$ cat src/rtl/adc_avg_pkg.sv
// Shared types, default parameters and width helpers for the multi-channel ADC block averager.
// Optional ADC_AVG_ROUND_EN macro selects round-half-up with saturation in adc_avg_acc_ch.
package adc_avg_pkg;

  typedef enum logic [0:0] {
    IDLE  = 1'b0,
    ACCUM = 1'b1
  } state_e;

  localparam int unsigned DEF_ADC_WIDTH  = 12;
  localparam int unsigned DEF_NUM_CH     = 4;
  localparam int unsigned DEF_MAX_LOG2_N = 10;

  // Accumulator holds 2^max_l samples of adc_w bits without overflow.
  function automatic int unsigned acc_w(input int unsigned adc_w, input int unsigned max_l);
    return adc_w + max_l;
  endfunction

  function automatic int unsigned log2_w(input int unsigned max_l);
    return $clog2(max_l + 1);
  endfunction

  // Sample counter must reach 2^max_l - 1.
  function automatic int unsigned cnt_w(input int unsigned max_l);
    return max_l + 1;
  endfunction

endpackage

$ cat src/rtl/adc_avg_acc_ch.sv
// One channel: signed accumulator plus arithmetic-shift mean register.
// With ADC_AVG_ROUND_EN defined the mean is rounded half-up and saturated; otherwise it is floored.
module adc_avg_acc_ch
  import adc_avg_pkg::*;
#(
  parameter int unsigned ADC_WIDTH  = DEF_ADC_WIDTH,
  parameter int unsigned MAX_LOG2_N = DEF_MAX_LOG2_N
) (
  input  logic                              i_clk,
  input  logic                              i_rst_n,
  input  logic                              i_clr,
  input  logic                              i_add,
  input  logic                              i_done,
  input  logic [ADC_WIDTH-1:0]              i_sample,
  input  logic [log2_w(MAX_LOG2_N)-1:0]     i_l_q,
  output logic [ADC_WIDTH-1:0]              o_mean
);

  localparam int unsigned ACC_W = acc_w(ADC_WIDTH, MAX_LOG2_N);
  localparam int unsigned LW    = log2_w(MAX_LOG2_N);

  logic signed [ACC_W-1:0] r_acc;
  logic signed [ACC_W-1:0] w_sum;
  logic [ADC_WIDTH-1:0]    w_mean;
  logic [ADC_WIDTH-1:0]    r_mean;

  // The window's last sample is folded in combinationally so the result lands on the same edge.
  assign w_sum = r_acc + ACC_W'($signed(i_sample));

`ifdef ADC_AVG_ROUND_EN
  localparam logic signed [ACC_W-1:0] MAX_POS = ACC_W'((1 << (ADC_WIDTH - 1)) - 1);

  logic signed [ACC_W-1:0] w_rnd;
  logic signed [ACC_W-1:0] w_shift;

  assign w_rnd   = (i_l_q == '0) ? '0 : (ACC_W'(1) << (i_l_q - LW'(1)));
  assign w_shift = (w_sum + w_rnd) >>> i_l_q;
  assign w_mean  = (w_shift > MAX_POS) ? ADC_WIDTH'(MAX_POS) : ADC_WIDTH'(w_shift);
`else
  assign w_mean  = ADC_WIDTH'(w_sum >>> i_l_q);
`endif

  always_ff @(posedge i_clk or negedge i_rst_n) begin
    if (!i_rst_n) begin
      r_acc  <= '0;
      r_mean <= '0;
    end else if (i_clr) begin
      r_acc  <= '0;
    end else if (i_done) begin
      r_acc  <= '0;
      r_mean <= w_mean;
    end else if (i_add) begin
      r_acc  <= w_sum;
    end
  end

  assign o_mean = r_mean;

endmodule

$ cat src/rtl/adc_avg_multi.sv
// Multi-channel ADC block averager: back-to-back windows of 2^LOG2_N samples, strobed per-channel mean.
// Build option ADC_AVG_ROUND_EN switches the channels from floor to round-half-up with saturation.
module adc_avg_multi
  import adc_avg_pkg::*;
#(
  parameter int unsigned ADC_WIDTH  = DEF_ADC_WIDTH,
  parameter int unsigned NUM_CH     = DEF_NUM_CH,
  parameter int unsigned MAX_LOG2_N = DEF_MAX_LOG2_N
) (
  input  logic                          i_clk,
  input  logic                          i_rst_n,
  input  logic                          i_en,
  input  logic [log2_w(MAX_LOG2_N)-1:0] i_log2_n,
  input  logic                          i_in_valid,
  input  logic [NUM_CH*ADC_WIDTH-1:0]   i_data_in,
  output logic                          o_out_valid,
  output logic [NUM_CH*ADC_WIDTH-1:0]   o_data_out,
  output logic                          o_busy
);

  localparam int unsigned LW = log2_w(MAX_LOG2_N);
  localparam int unsigned CW = cnt_w(MAX_LOG2_N);

  state_e          r_state;
  state_e          w_next_state;
  logic [LW-1:0]   r_l_q;
  logic [LW-1:0]   w_l_in;
  logic [CW-1:0]   r_cnt;
  logic [CW-1:0]   w_last;
  logic            r_out_valid;
  logic            r_busy;
  logic            w_win_end;
  logic            w_clr;
  logic            w_add;
  logic            w_done;
  logic            w_load_l;

  assign w_l_in    = (i_log2_n > LW'(MAX_LOG2_N)) ? LW'(MAX_LOG2_N) : i_log2_n;
  assign w_last    = (CW'(1) << r_l_q) - CW'(1);
  // Window end does not depend on EN so a result is still emitted when EN drops on that edge.
  assign w_win_end = (r_state == ACCUM) && i_in_valid && (r_cnt == w_last);

  always_ff @(posedge i_clk or negedge i_rst_n) begin
    if (!i_rst_n) r_state <= IDLE;
    else          r_state <= w_next_state;
  end

  always_comb begin
    w_next_state = r_state;
    case (r_state)
      IDLE:    if (i_en) w_next_state = ACCUM;
      ACCUM: begin
        if (w_win_end)  w_next_state = i_en ? ACCUM : IDLE;
        else if (!i_en) w_next_state = IDLE;
      end
      default: w_next_state = IDLE;
    endcase
  end

  always_comb begin
    w_clr    = 1'b0;
    w_add    = 1'b0;
    w_done   = 1'b0;
    w_load_l = 1'b0;
    case (r_state)
      IDLE: begin
        w_clr    = 1'b1;
        w_load_l = i_en;
      end
      ACCUM: begin
        w_done   = w_win_end;
        w_load_l = w_win_end;
        w_add    = i_en && i_in_valid && !w_win_end;
      end
      default: w_clr = 1'b1;
    endcase
  end

  // Sample counter, latched window exponent and output strobes.
  always_ff @(posedge i_clk or negedge i_rst_n) begin
    if (!i_rst_n) begin
      r_cnt       <= '0;
      r_l_q       <= '0;
      r_out_valid <= 1'b0;
      r_busy      <= 1'b0;
    end else begin
      r_out_valid <= w_done;
      r_busy      <= (w_next_state == ACCUM);
      if (w_load_l)            r_l_q <= w_l_in;
      if (w_clr || w_done)     r_cnt <= '0;
      else if (w_add)          r_cnt <= r_cnt + CW'(1);
    end
  end

  for (genvar k = 0; k < NUM_CH; k++) begin : g_ch
    adc_avg_acc_ch #(
      .ADC_WIDTH  (ADC_WIDTH),
      .MAX_LOG2_N (MAX_LOG2_N)
    ) u_ch (
      .i_clk    (i_clk),
      .i_rst_n  (i_rst_n),
      .i_clr    (w_clr),
      .i_add    (w_add),
      .i_done   (w_done),
      .i_sample (i_data_in[k*ADC_WIDTH +: ADC_WIDTH]),
      .i_l_q    (r_l_q),
      .o_mean   (o_data_out[k*ADC_WIDTH +: ADC_WIDTH])
    );
  end

  assign o_out_valid = r_out_valid;
  assign o_busy      = r_busy;

endmodule

$ cat config.mk
export PLATFORM = sky130hd
export DESIGN_NAME = adc_avg_multi
export DESIGN_NICKNAME = d
export VERILOG_FILES = /design/src/rtl/adc_avg_pkg.sv /design/src/rtl/adc_avg_acc_ch.sv /design/src/rtl/adc_avg_multi.sv
export SDC_FILE = /design/constraint.sdc
export NUM_CORES = 1
export LEC_CHECK = 0
export CAP_MARGIN = 10
export CORE_ASPECT_RATIO = 1.1
export CORE_UTILIZATION = 55
export CTS_BUF_LIST = sky130_fd_sc_hd__clkbuf_8 sky130_fd_sc_hd__clkbuf_16
export DETAILED_ROUTE_END_ITERATION = 6
export GPL_TIMING_DRIVEN = 0
export PLACE_DENSITY = 0.75
export SLEW_MARGIN = 20
export SYNTH_ARGS = -nofsm -noshare
export SYNTH_HDL_FRONTEND = slang
export SYNTH_HIERARCHICAL = 1
export SYNTH_SLANG_ARGS = --single-unit
$ cat constraint.sdc
create_clock -name i_clk -period 4.65 [get_ports i_clk]
set_clock_uncertainty 0.1 [all_clocks]
set_input_delay 0.93 -clock i_clk [delete_from_list [all_inputs] [get_ports i_clk]]
set_output_delay 0.93 -clock i_clk [all_outputs]
set_load 0.05 [all_outputs]
* Word-level counts from Yosys, hierarchy flattened
Index checks and enable logic that the tools add are counted.
** Storage, ports and cells
- Bits of input ports :: 56
- Register bits after elaboration :: 153
** Operators by class
- Bitwise gates (word level) :: 1
- Reduce and logical (&&, ||, !) cells :: 8
- $lt $le $gt $ge :: 1
- Mux-type cells :: 20
- Shifts and indexed selects :: 5
- Equal/unequal tests :: 2
- Add/subtract/negate cells :: 6
** Operator list (count)
- 2-to-1 mux 22 bit :: 12
- adder 22 x 12 -> 22 bit :: 4
- >>> shifter 22 x 4 -> 12 bit :: 4
- 2-to-1 mux 11 bit :: 2
- adder 11 x 1 -> 11 bit, second input constant :: 1
- equality test 11 bit :: 1
- << shifter 1 x 4 -> 11 bit, first input constant :: 1
- subtractor 11 x 2 -> 11 bit, second input constant :: 1
- greater-than comparator 4 bit, second input constant :: 1
- logical AND 1 bit :: 4
- 2-to-1 mux 1 bit :: 4
- 2-to-1 mux 4 bit :: 1
- inequality test 3 x 1 -> 1 bit, second input constant :: 1
- case mux 1 bit (2 select lines) :: 1
- AND reduction 2 bit :: 1
- nonzero test 2 bit :: 1
- zero test 1 bit :: 1
- logical OR 1 bit :: 1
- NOT 1 bit :: 1

* Depth between registers and ports, before layout
Gate-level depths: netlist (run 1).
- Depth after elaboration :: 10
- Mapped depth :: 21

* Modules after synthesis
The synthesis (run 1) kept the hierarchy.
** Modules (own cells, without submodules)
- adc_avg_acc_ch at g_ch[0].u_ch ... :: sequential area each 850.8 um^2, cells an instance 496, area an instance 3945.0 um^2, instances 2
- adc_avg_acc_ch at g_ch[2].u_ch :: sequential area each 850.8 um^2, cells an instance 472, area an instance 3867.5 um^2, instances 1
- adc_avg_acc_ch at g_ch[3].u_ch :: sequential area each 850.8 um^2, cells an instance 428, area an instance 3538.4 um^2, instances 1
- adc_avg_multi :: sequential area each 425.4 um^2, cells an instance 164, area an instance 1332.5 um^2, instances 1

* Worst setup path before layout (run 1)
Ideal clock, no wire load.
- Kind :: register to register
- From :: reg r_l_q[3]
- To :: reg g_ch[3].u_ch.r_mean[7]
- Setup slack :: 0.434 ns
- Required time :: 4.486 ns
- Arrival time :: 4.052 ns
- Stages on the path, launching flop included :: 20
- Path buffers :: 4
- Period minus slack after synthesis :: 4.216 ns
- Path through :: dfrtp_1 > buf_2 > clkbuf_1 > nor3_1 > nand2_1 > ha_1 > buf_2 > xor2_1 > o21a_1 > or3_1 > nor4_1 > and3_1 > and2_1 > nor2b_1 > clkbuf_1 > and2_1 > nand2_1 > a21oi_1 > o21a_1 > a211o_1
** Between the ends
- Cells in the longest elaborated chain, start to end :: 6
- Elaborated cells between the ends (all ways) :: 7
- Classes of those cells :: add/sub: 1; eq/ne: 1; shift: 2; mux: 1; reduce/logical: 2
** RTL lines
- from (decl) :: RTL line adc_avg_multi.sv:26 : logic [LW-1:0] r_l_q;
- from (signal assigned) :: RTL line adc_avg_multi.sv:89 : if (w_load_l) r_l_q <= w_l_in;
- << shifter 1 x 4 -> 11 bit :: RTL line adc_avg_multi.sv:39 : assign w_last = (CW'(1) << r_l_q) - CW'(1);
- subtractor 11 x 2 -> 11 bit :: RTL line adc_avg_multi.sv:39
- equality test 11 bit :: RTL line adc_avg_multi.sv:41 : assign w_win_end = (r_state == ACCUM) && i_in_valid && (r_cnt == w_last);
- logical AND 1 bit :: RTL line adc_avg_multi.sv:41
- 2-to-1 mux 1 bit :: RTL line adc_avg_multi.sv:65 : case (r_state)
- via w_done :: RTL line adc_avg_multi.sv:35 : logic w_done;
- AND reduction 2 bit (no source line)
- to (signal assigned) :: RTL line adc_avg_acc_ch.sv:51 : r_mean <= w_mean;
- to (decl) :: RTL line adc_avg_acc_ch.sv:25 : logic [ADC_WIDTH-1:0] r_mean;
The timed path passes the listed nets, and every way through them passes these cells.
A chain may end at the register's enable or synchronous reset.

* Worst setup path after layout (run 1)
- From :: reg r_l_q[3]
- To :: reg g_ch[2].u_ch.r_acc[3]
** Between the ends
- Cells in the longest elaborated chain, start to end :: 8
- Elaborated cells between the ends (all ways) :: 11
- Classes of those cells :: add/sub: 1; eq/ne: 2; shift: 1; mux: 4; reduce/logical: 3
** RTL lines
- << shifter 1 x 4 -> 11 bit :: RTL line adc_avg_multi.sv:39
- subtractor 11 x 2 -> 11 bit :: RTL line adc_avg_multi.sv:39
- equality test 11 bit :: RTL line adc_avg_multi.sv:41
- logical AND 1 bit :: RTL line adc_avg_multi.sv:41
- zero test 1 bit :: RTL line adc_avg_multi.sv:73 : w_add = i_en && i_in_valid && !w_win_end;
- logical AND 1 bit :: RTL line adc_avg_multi.sv:73
- 2-to-1 mux 1 bit :: RTL line adc_avg_multi.sv:65
- via w_add :: RTL line adc_avg_multi.sv:34 : logic w_add;
- inequality test 3 x 1 -> 1 bit (no source line)
- to (signal assigned) :: RTL line adc_avg_acc_ch.sv:53 : r_acc <= w_sum;
- to (decl) :: RTL line adc_avg_acc_ch.sv:22 : logic signed [ACC_W-1:0] r_acc;
The timed path passes the listed nets, and every way through them passes these cells.

==> results of run 1 <==
through the flow:
step	worst slack (ps)	total power, W	hold slack (ps)
after floorplan	434	0.00281	354
after global placement	-3880	0.00334	368
after detailed placement	-997	0.00337	375
final	157	0.00488	319
after global routing	-2.50	0.00511	387
after CTS	-75.1	0.00483	362
power by group through the flow:
stage               Clock, W  Combinational (W)  Sequential [W]
detailed placement         0            0.00191         0.00146
global placement           0            0.00188         0.00146
finish               0.00145            0.00200         0.00143
global route         0.00152            0.00215         0.00144
CTS                  0.00147            0.00192         0.00144
floorplan                  0            0.00134         0.00147
Yosys cell counts (8+ instances only):
cell and instances:
nand2_1 238, o211ai_1 27, a21o_1 28, clkbuf_1 79, a211oi_2 10, o21ai_1 20
mux2i_1 55, nand2b_1 27, or2_2 8, nand4_1 17, o21ai_0 111, o221ai_1 15
buf_2 27, a21oi_1 143, o2111ai_1 14, nor2_1 166, mux4_2 18, a211oi_1 74
a31oi_1 20, xnor2_1 47, nand3_1 52, o31ai_1 12, ha_1 86, and3_1 28
and2_1 30, o22ai_1 11, mux2_2 15, o311ai_0 10, o21a_1 17, buf_4 12
nor4_1 10, nor2b_1 15, a22o_1 60, a211o_1 12, inv_1 44, xor2_1 23
dfrtp_1 153, nor3_1 71, or3_1 17, a221oi_1 12, a21oi_2 8
routing by layer:
layer	part of all wire	up-vias	routed length, um	track usage
met5	0	-	0	0
met4	0.035	0	1890	0.128
met3	0.069	150	3750	0.0404
met2	0.46	838	25100	0.572
met1	0.44	8423	23900	0.469
li1	-	8158	-	-
state kept, by name (all words and copies together) (netlist names):
register / cells
o_out_valid: 1
r_cnt: 11
g_ch.u_ch/r_acc: 88
r_l_q: 4
g_ch.u_ch/o_mean: 48
o_busy: 1
cell usage in the layout, fill, tap and decap left out, drive strengths merged, types with 62 or more instances in the layout:
master,synthesis,layout
a21oi,152,152
nor2,166,166
nor3,75,75
clkdlybuf4s50,0,103
a211oi,84,84
buf,46,62
ha,86,86
dfrtp,153,153
nand2,244,244
o21ai,136,136
clkbuf,80,95
worst max path at each step:
stage,endpoint,from,cells after the start
after floorplan,g_ch[3].u_ch/o_mean[7],r_l_q[3],19
after global placement,g_ch[3].u_ch/r_acc[8],i_rst_n,1
after detailed placement,g_ch[0].u_ch/o_mean[5],r_l_q[3],17
after CTS,g_ch[2].u_ch/r_acc[3],r_l_q[3],14
after global routing,g_ch[0].u_ch/r_acc[14],r_l_q[3],15
final,g_ch[2].u_ch/r_acc[3],r_l_q[3],14
layout make-up:
cell class | count | area (sq um) | area share
Tap cell | 374 | 468 | 0.0247
Inverter | 47 | 176 | 0.00930
Sequential cell | 153 | 3840 | 0.202
Multi-Input combinational cell | 1731 | 12100 | 0.640
Timing Repair Buffer | 116 | 1170 | 0.0616
Clock inverter | 13 | 135 | 0.00712
Clock buffer | 19 | 453 | 0.0239
Buffer | 126 | 586 | 0.0309
cell families (layout without fill, tap and decap cells):
kind of cell | count (synthesis) | after routing
buffers and inverters | 173 | 321
muxes | 94 | 94
DFF | 153 | 153
adders and majority gates | 90 | 90
and+or+nand+nor | 733 | 734
AOI/OAI and AO/OA | 739 | 739
xor gates and xnor gates | 74 | 74
worst max-delay path, stage by stage, from the launching register on:
cell and delay, ps:
dfrtp_4 500, buf_2 180, buf_2 210, nor3_2 210
nand2_1 80, ha_1 250, buf_2 200, or3_1 350
a21oi_1 230, o22ai_1 170, nor4_4 520, a21oi_4 250
nor3_2 380, clkbuf_1 540, a22o_1 250
what timing repair did:
| action | in CTS | in global routing |
|---|---|---|
| buffers inserted | 0 | 10 |
| pin swaps | 0 | 3 |
| setup endpoints to repair | 136 | 127 |
| hold endpoints to repair | 0 | 0 |
| gates cloned | 0 | 1 |
| gates resized for setup | 21 | 36 |
==> summary.txt, run 1 <==
Place
  – HPWL after DPL: 41.3 mm
  – GPL Wtd Cong: 0.949
  – DP Cell Count: roughly 2500
  – Port bufs: ~110
  – Placed instance area: around 18000 sq um

Setup path
  – CP arrival: around 4800 ps
  – Startpoint Class: flop
  – Worst R2R Start: r_l_q[3]
  – WP data required: 4930 ps
  – Critical path peak fanout: 16
  – Crit path kind: reg2reg
  – Worst r2r path cells: 14
  – Worst Setup End Kind: flop
  – R2r endpoint: g_ch[2].u_ch/r_acc[3]
  – Reg-to-reg slack, setup: approximately 160 ps

CTS
  – CTS tree: built
  – Clk pin slew, worst setup/hold paths: about 70 ps
  – Clock latency on the worst-skew pair: about 450 ps
  – Hold-fix buffers, CTS: 0
  – Max Buffers Root-to-Sink: 2
  – H-tree depth: 4
  – # clock sinks: roughly 150
  – Root buf cell: clkbuf_16
  – Total CTS buffers: 17

Layout
  – Non-Filler Instances: ~2600
  – Synthesis-to-finish area growth: 14.1%
  – Final core utilization: 0.640
  – Fillers: around 2600
  – Layout cell share with drive strength beyond 1: 0.112
  – Final Net Count: ~2300
  – # diodes: 0
  – Post-route design area: 19000 sq um

Floorplanning
  – Chip Width: 168 um
  – Die ar.: 30900 sq um
  – Row cnt: 66
  – Die Ht: roughly 180 um
  – IO Pins: ~110
  – Starting Density: 0.561
  – Core area: 29600 sq um

Logic synthesis
  – EDFF count, synth: 0
  – Area leader, netlist: dfrtp_1
  – Compound-Gate Fraction of Synth Area: 0.328
  – Largest family of logic cells by synthesized area: compound AO/OA/AOI/OAI gates
  – Top cells by area, synth: dfrtp_1, ha_1, nand2_1, a21oi_1, nor2_1
  – Post-Syn Instances: 2056
  – Adder and majority gate portion of the synthesized area: 0.0695
  – Primary flip-flop cell chosen by synthesis mapping: dfrtp_1
  – Synth warn: 6
  – Post-Syn Area: roughly 17000 sq um
  – Yosys top cell area share: 0.230
  – Seq/Total Area, Yosys: 0.230
  – Count of different cell masters after synthesis: 120
  – Avg Cell Area, Syn: 8.09 sq um
  – FFs w/ async S/R, synth: 1.00
  – Simple-gate area share of the yosys netlist: 0.215
  – Post-Syn Nets: 2202
  – Multiplexer area fraction after synthesis: 0.0728
  – XOR/XNOR share of the synthesized area: 0.0408
  – Synth Register Bits: 153

GRT
  – First-pass GRT wire length: about 86 mm
  – Largest net degree at the start of global routing: just over 80
  – Vias in the first global route: roughly 16000
  – GR Util All Layers: 0.348
  – Initial antenna violation count: 0
  – Grt total ovfl: 0

STA
  – Setup TNS: 0 ps
  – Final min period: 4490 ps
  – Slew headroom: 0.333
  – Fmax: approximately 220 MHz
  – Fin crit share: 0.966
  – Fin. Hold Viols: 0
  – Final setup viols: 0
  – Final slew viol count: 0
  – Worst-margin pin slew: 999 ps

Power and ir drop
  – NetSw: 0.00200 W
  – Power density cells: 257 nW/um^2
  – Comb power frac: 0.410
  – Static leakage: a little over 8 nW
  – Peak VDD IR: around 0.27 mV
  – Pint: 0.00289 W
  – Clk network pwr share: 0.297
  – Sw Share: 0.409
  – Sequential Power Share: 0.293

Outcome
  – Outcome: finished with violations
  – Violated checks: design-rule violations

Route
  – DR vias: 17600
  – DRT iter0 DRCs: 1943
  – Remaining antenna violation count: 0
  – Avg Vias per Cell: between 6 and 7
  – WL/cell: ~21 um
  – Pre-Repair DR Iteration Count: 7
  – Remaining DRCs: 1
  – Post-Route WL: approximately 55 mm

Job
  – Maximum capacitance violations: 0

Hold path
  – Hold Crit Class: in2async
No activity file was read; power rests on OpenSTA's default activity.
==> run 2: changes to the inputs <==
Settings changed: CTS_CLUSTER_DIAMETER set to 200, HOLD_SLACK_MARGIN set to 0.05, SKIP_LAST_GASP set to 1.
==> summary.txt, run 2 (synthesis results as in run 1) <==
Outcome
  – Outcome: finished with violations
  – Violated checks: design-rule violations

Setup path
  – WP data required: around 4900 ps
  – Buf+Inv Stages, Crit Path: 4
  – Most frequent CP cell: buf_2
  – Critical path's top delay family: simple AND/OR/NAND/NOR gates
  – Critical path's slowest cell: clkbuf_1
  – Critical path's largest stage delay: between 500 and 600 ps
  – Crit-path cells: buf_2 > buf_2 > nor3_2 > nand2_1 > ha_1 > buf_2 > or3_1 > a21oi_1 > o22ai_1 > nor4_4 > a21oi_4 > nor3_2 > clkbuf_1 > a22o_1
  – Worst Setup End Kind: flop
  – Startpoint Class: flop
  – Critical path peak fanout: 16
  – Crit path kind: reg2reg
  – CP arrival: 4750 ps

GRT
  – Vias in the first global route: ~16000
  – Largest net degree at the start of global routing: between 80 and 90
  – Initial antenna violation count: 0
  – GR Util All Layers: 0.348
  – First-pass GRT wire length: 86.0 mm
  – Grt total ovfl: 0

STA
  – RSZ-0062 raised after global routing: true
  – Worst-margin pin slew: approximately 1000 ps
  – Final slew viol count: 0
  – Fin crit share: 0.961
  – Final setup viols: 0
  – Final min period: 4470 ps
  – Fin. Hold Viols: 0
  – Worst setup margin: between 150 and 200 ps
  – Slew headroom: 0.333
  – Setup TNS: 0 ps
  – Fmax: around 220 MHz

Route
  – Post-Route WL: 54.6 mm
  – Avg Vias per Cell: roughly 6.8
  – DR vias: about 18000
  – Remaining antenna violation count: 0
  – WL/cell: 21.2 um
  – Remaining DRCs: 1
  – Pre-Repair DR Iteration Count: 7
  – DRT iter0 DRCs: ~1900

Floorplanning
  – Core area: about 30000 sq um
  – Die Ht: roughly 180 um
  – IO Pins: approximately 110
  – Starting Density: 0.561
  – Chip Width: 168 um
  – Die ar.: just over 30000 sq um
  – Row cnt: 66

Power and ir drop
  – Peak VDD IR: around 0.27 mV
  – Static leakage: between 8 and 9 nW
  – Power density cells: 257 nW/um^2
  – Design Power: 0.00488 W

Layout
  – Largest register FFs: between 80 and 90
  – Commonest non-fill, non-tap cell in the layout: nand2_1
  – Non-Filler Instances: between 2000 and 3000
  – # diodes: 0
  – Reg with most FFs: g_ch.u_ch/r_acc
  – Final Net Count: between 2000 and 2500
  – Layout cell share with drive strength beyond 1: 0.112
  – Synthesis-to-finish area growth: 14.1%
  – Most frequent cells in the layout: nand2_1, nor2_1, dfrtp_1, a21oi_1, o21ai_0

Place
  – DP Cell Count: about 2500
  – Port bufs: roughly 110
  – HPWL after DPL: 41.3 mm
  – GPL Wtd Cong: roughly 0.95
  – Pre-CTS WS: -997 ps

CTS
  – H-tree depth: 4
  – Hold-fix buffers, CTS: 0
  – # clock sinks: between 150 and 200
  – Total CTS buffers: 17
  – CTS tree: built
  – Max Buffers Root-to-Sink: 2
  – Clock latency on the worst-skew pair: roughly 450 ps
  – Root buf cell: clkbuf_16
  – Clk pin slew, worst setup/hold paths: around 70 ps

Hold path
  – Hold Crit Class: in2async

Job
  – Maximum capacitance violations: 0
## run 2: changes by cell type in the layout (fill, tap and decap cells not counted), sizes merged
cell | previous run | this run
clkbuf | 95 | 96
buf | 62 | 61
## run 2: what timing repair did
action / CTS / global route
resized for setup: 21 / 35
endpoints found under the setup margin: 136 / 127
cloned: 0 / 1
buffers inserted: 0 / 10
pin swaps: 0 / 3
## run 2: stage by stage
stage | hold WS [ps] | instance area [sq um] | util
after CTS | 362 | 18800 | 0.635
final | 319 | 19000 | 0.640
after global placement | 368 | 18100 | 0.612
after detailed placement | 375 | 18200 | 0.613
after floorplan | 354 | 16600 | -
after global routing | 387 | 19000 | 0.640
## run 2: layout make-up
cell class / instances / area (sq um)
inverter: 47 / 176
tap: 374 / 468
multi-input combinational: 1731 / 12100
clock buffer: 19 / 453
timing repair buffer: 116 / 1170
buffer: 126 / 586
clock inverter: 13 / 135
sequential: 153 / 3840
fill: 2604 / 10700
## run 2: report_power, final
group | total, W | switching (W) | internal, W
registers | 0.00143 | 0.0000538 | 0.00138
logic | 0.00200 | 0.00127 | 0.000728
clock network | 0.00145 | 0.000669 | 0.000780
total | 0.00488 | 0.00200 | 0.00289
## run 2: final timing paths
kind,start,endpoint,slack [ps],cells past startpoint
worst max-delay path,r_l_q[3],g_ch[2].u_ch/r_acc[3],180,14
worst min-delay path,i_rst_n,g_ch[1].u_ch/r_acc[18],320,1
worst max register to register,r_l_q[3],g_ch[2].u_ch/r_acc[3],180,14
worst min register to register,g_ch[2].u_ch/r_acc[12],g_ch[2].u_ch/r_acc[12],390,2
max in group asynchronous,i_rst_n,g_ch[2].u_ch/r_acc[12],3320,2
min in group i_clk,g_ch[2].u_ch/r_acc[12],g_ch[2].u_ch/r_acc[12],390,2
## run 2: routing by layer
metal  routed length [um]  part of all wire  vias up  GRT usage
li1                     -                 -     8160          -
met1                23900              0.44     8433      0.469
met2                24900              0.46      829      0.572
met3                 3750             0.069      152     0.0404
met4                 1960             0.036        0      0.128
met5                    0                 0        -          0
==> run 3: changes to the inputs <==
Settings changed: CORE_MARGIN set to 2.
==> summary.txt, run 3 (synthesis results as in run 1) <==
Hold path
  – Hold Crit Class: in2async

STA
  – RSZ-0062 raised after global routing: true
  – Final slew viol count: 0
  – Fmax: around 220 MHz
  – Setup TNS: 0 ps
  – Fin crit share: 0.960
  – Slew headroom: 0.373
  – Worst setup margin: approximately 190 ps
  – Final min period: ~4500 ps
  – Final setup viols: 0
  – Fin. Hold Viols: 0
  – Worst hold margin: 325 ps
  – Worst-margin pin slew: between 900 and 1000 ps

Route
  – Remaining antenna violation count: 0
  – Post-Route WL: ~55 mm
  – WL/cell: approximately 21 um
  – DRT iter0 DRCs: 2016
  – Remaining DRCs: 0
  – Pre-Repair DR Iteration Count: 7
  – Avg Vias per Cell: 6.87
  – DR vias: around 18000

Floorplanning
  – Row cnt: 66
  – Starting Density: 0.561
  – Die ar.: between 30000 and 40000 sq um
  – Core area: roughly 30000 sq um
  – Chip Width: 170 um
  – Die Ht: about 190 um
  – IO Pins: approximately 110

CTS
  – Root buf cell: clkbuf_16
  – # clock sinks: between 150 and 200
  – CTS tree: built
  – H-tree depth: 4
  – Max Buffers Root-to-Sink: 2
  – Total CTS buffers: 17
  – Clk pin slew, worst setup/hold paths: 70 ps
  – Hold-fix buffers, CTS: 0
  – Clock latency on the worst-skew pair: ~460 ps

Setup path
  – WP data required: a little under 5000 ps
  – Reg-to-reg slack, setup: around 190 ps
  – Crit path kind: reg2reg
  – Startpoint Class: flop
  – Worst Setup End Kind: flop
  – Critical path peak fanout: 10
  – CP arrival: about 4700 ps

Layout
  – Most frequent cells in the layout: nand2_1, nor2_1, dfrtp_1, a21oi_1, o21ai_0
  – Layout cell share with drive strength beyond 1: 0.112
  – Reg with most FFs: g_ch.u_ch/r_acc
  – Largest register FFs: about 90
  – # diodes: 0
  – Commonest non-fill, non-tap cell in the layout: nand2_1
  – Final core utilization: 0.641
  – Final Net Count: around 2300
  – Synthesis-to-finish area growth: 14.3%
  – Fillers: ~2600

Outcome
  – Outcome: finished, final reports clean

Power and ir drop
  – Static leakage: approximately 8 nW
  – Power density cells: 266 nW/um^2
  – Peak VDD IR: roughly 0.26 mV

GRT
  – Initial antenna violation count: 0
  – First-pass GRT wire length: around 87 mm
  – Grt total ovfl: 0
  – Largest net degree at the start of global routing: 78
  – Vias in the first global route: about 17000
  – GR Util All Layers: 0.339

Place
  – GPL Wtd Cong: 0.973
  – HPWL after DPL: roughly 40 mm
  – Port bufs: about 110
  – Pre-CTS WS: -997 ps

Job
  – Maximum capacitance violations: 0
==> run 3: cell type report <==
class / count / area, sq um / area share
buffer: 126 / 587 / 0.0309
clock buffer: 18 / 439 / 0.0231
clock inverter: 13 / 215 / 0.0113
inverter: 47 / 176 / 0.00929
multi-input combinational: 1731 / 12100 / 0.639
sequential: 153 / 3840 / 0.202
tap: 374 / 468 / 0.0246
timing repair buffer: 113 / 1140 / 0.0599
==> run 3: repair_timing <==
item	CTS	global route
resized for setup	24	30
cloned	0	1
pin swaps	0	3
setup endpoints to repair	136	121
buffers inserted	1	6
==> run 3: stage by stage <==
stage	cell area, sq um	cells	power (W)
finish	19000	2575	0.00506
global route	19000	2575	0.00529
CTS	18900	2568	0.00500
detailed placement	18200	2536	0.00336
global placement	18100	2535	0.00334
floorplan	16600	2056	0.00281
==> run 3: metal layers <==
| layer | part of all wire | vias up | global-route usage |
|---|---|---|---|
| met4 | 0.038 | 0 | 0.142 |
| li1 | - | 8161 | - |
| met3 | 0.073 | 173 | 0.0450 |
| met2 | 0.45 | 906 | 0.540 |
| met5 | 0 | - | 0 |
| met1 | 0.44 | 8457 | 0.464 |
==> run 3: final timing paths <==
kind,start,depth (start not counted),endpoint
hold reg to reg,g_ch[1].u_ch/o_mean[8],2,g_ch[1].u_ch/o_mean[8]
setup / recovery,r_l_q[3],17,g_ch[1].u_ch/o_mean[5]
hold / removal,i_rst_n,1,g_ch[1].u_ch/r_acc[20]
min in group i_clk,g_ch[1].u_ch/o_mean[8],2,g_ch[1].u_ch/o_mean[8]
setup reg to reg,r_l_q[3],17,g_ch[1].u_ch/o_mean[5]
max in group asynchronous,i_rst_n,2,g_ch[3].u_ch/r_acc[19]
==> run 3: power by group <==
| group | switching [W] | internal (W) |
|---|---|---|
| combinational | 0.00127 | 0.000727 |
| sequential | 0.0000532 | 0.00138 |
| clock | 0.000653 | 0.000972 |
| total | 0.00198 | 0.00308 |
==> run 3: worst max-delay path: stages (launching register included) <==
cell and delay, ps:
dfrtp_4 510, buf_2 180, buf_2 200, nor3_2 220, nand2_1 80, ha_1 240
buf_2 200, xor2_1 180, o21a_1 200, or3_1 320, nor4_1 210, and3_1 230
and2_4 270, nor2b_2 310, clkbuf_2 300, o311ai_0 200, a311oi_1 280, o32ai_1 110
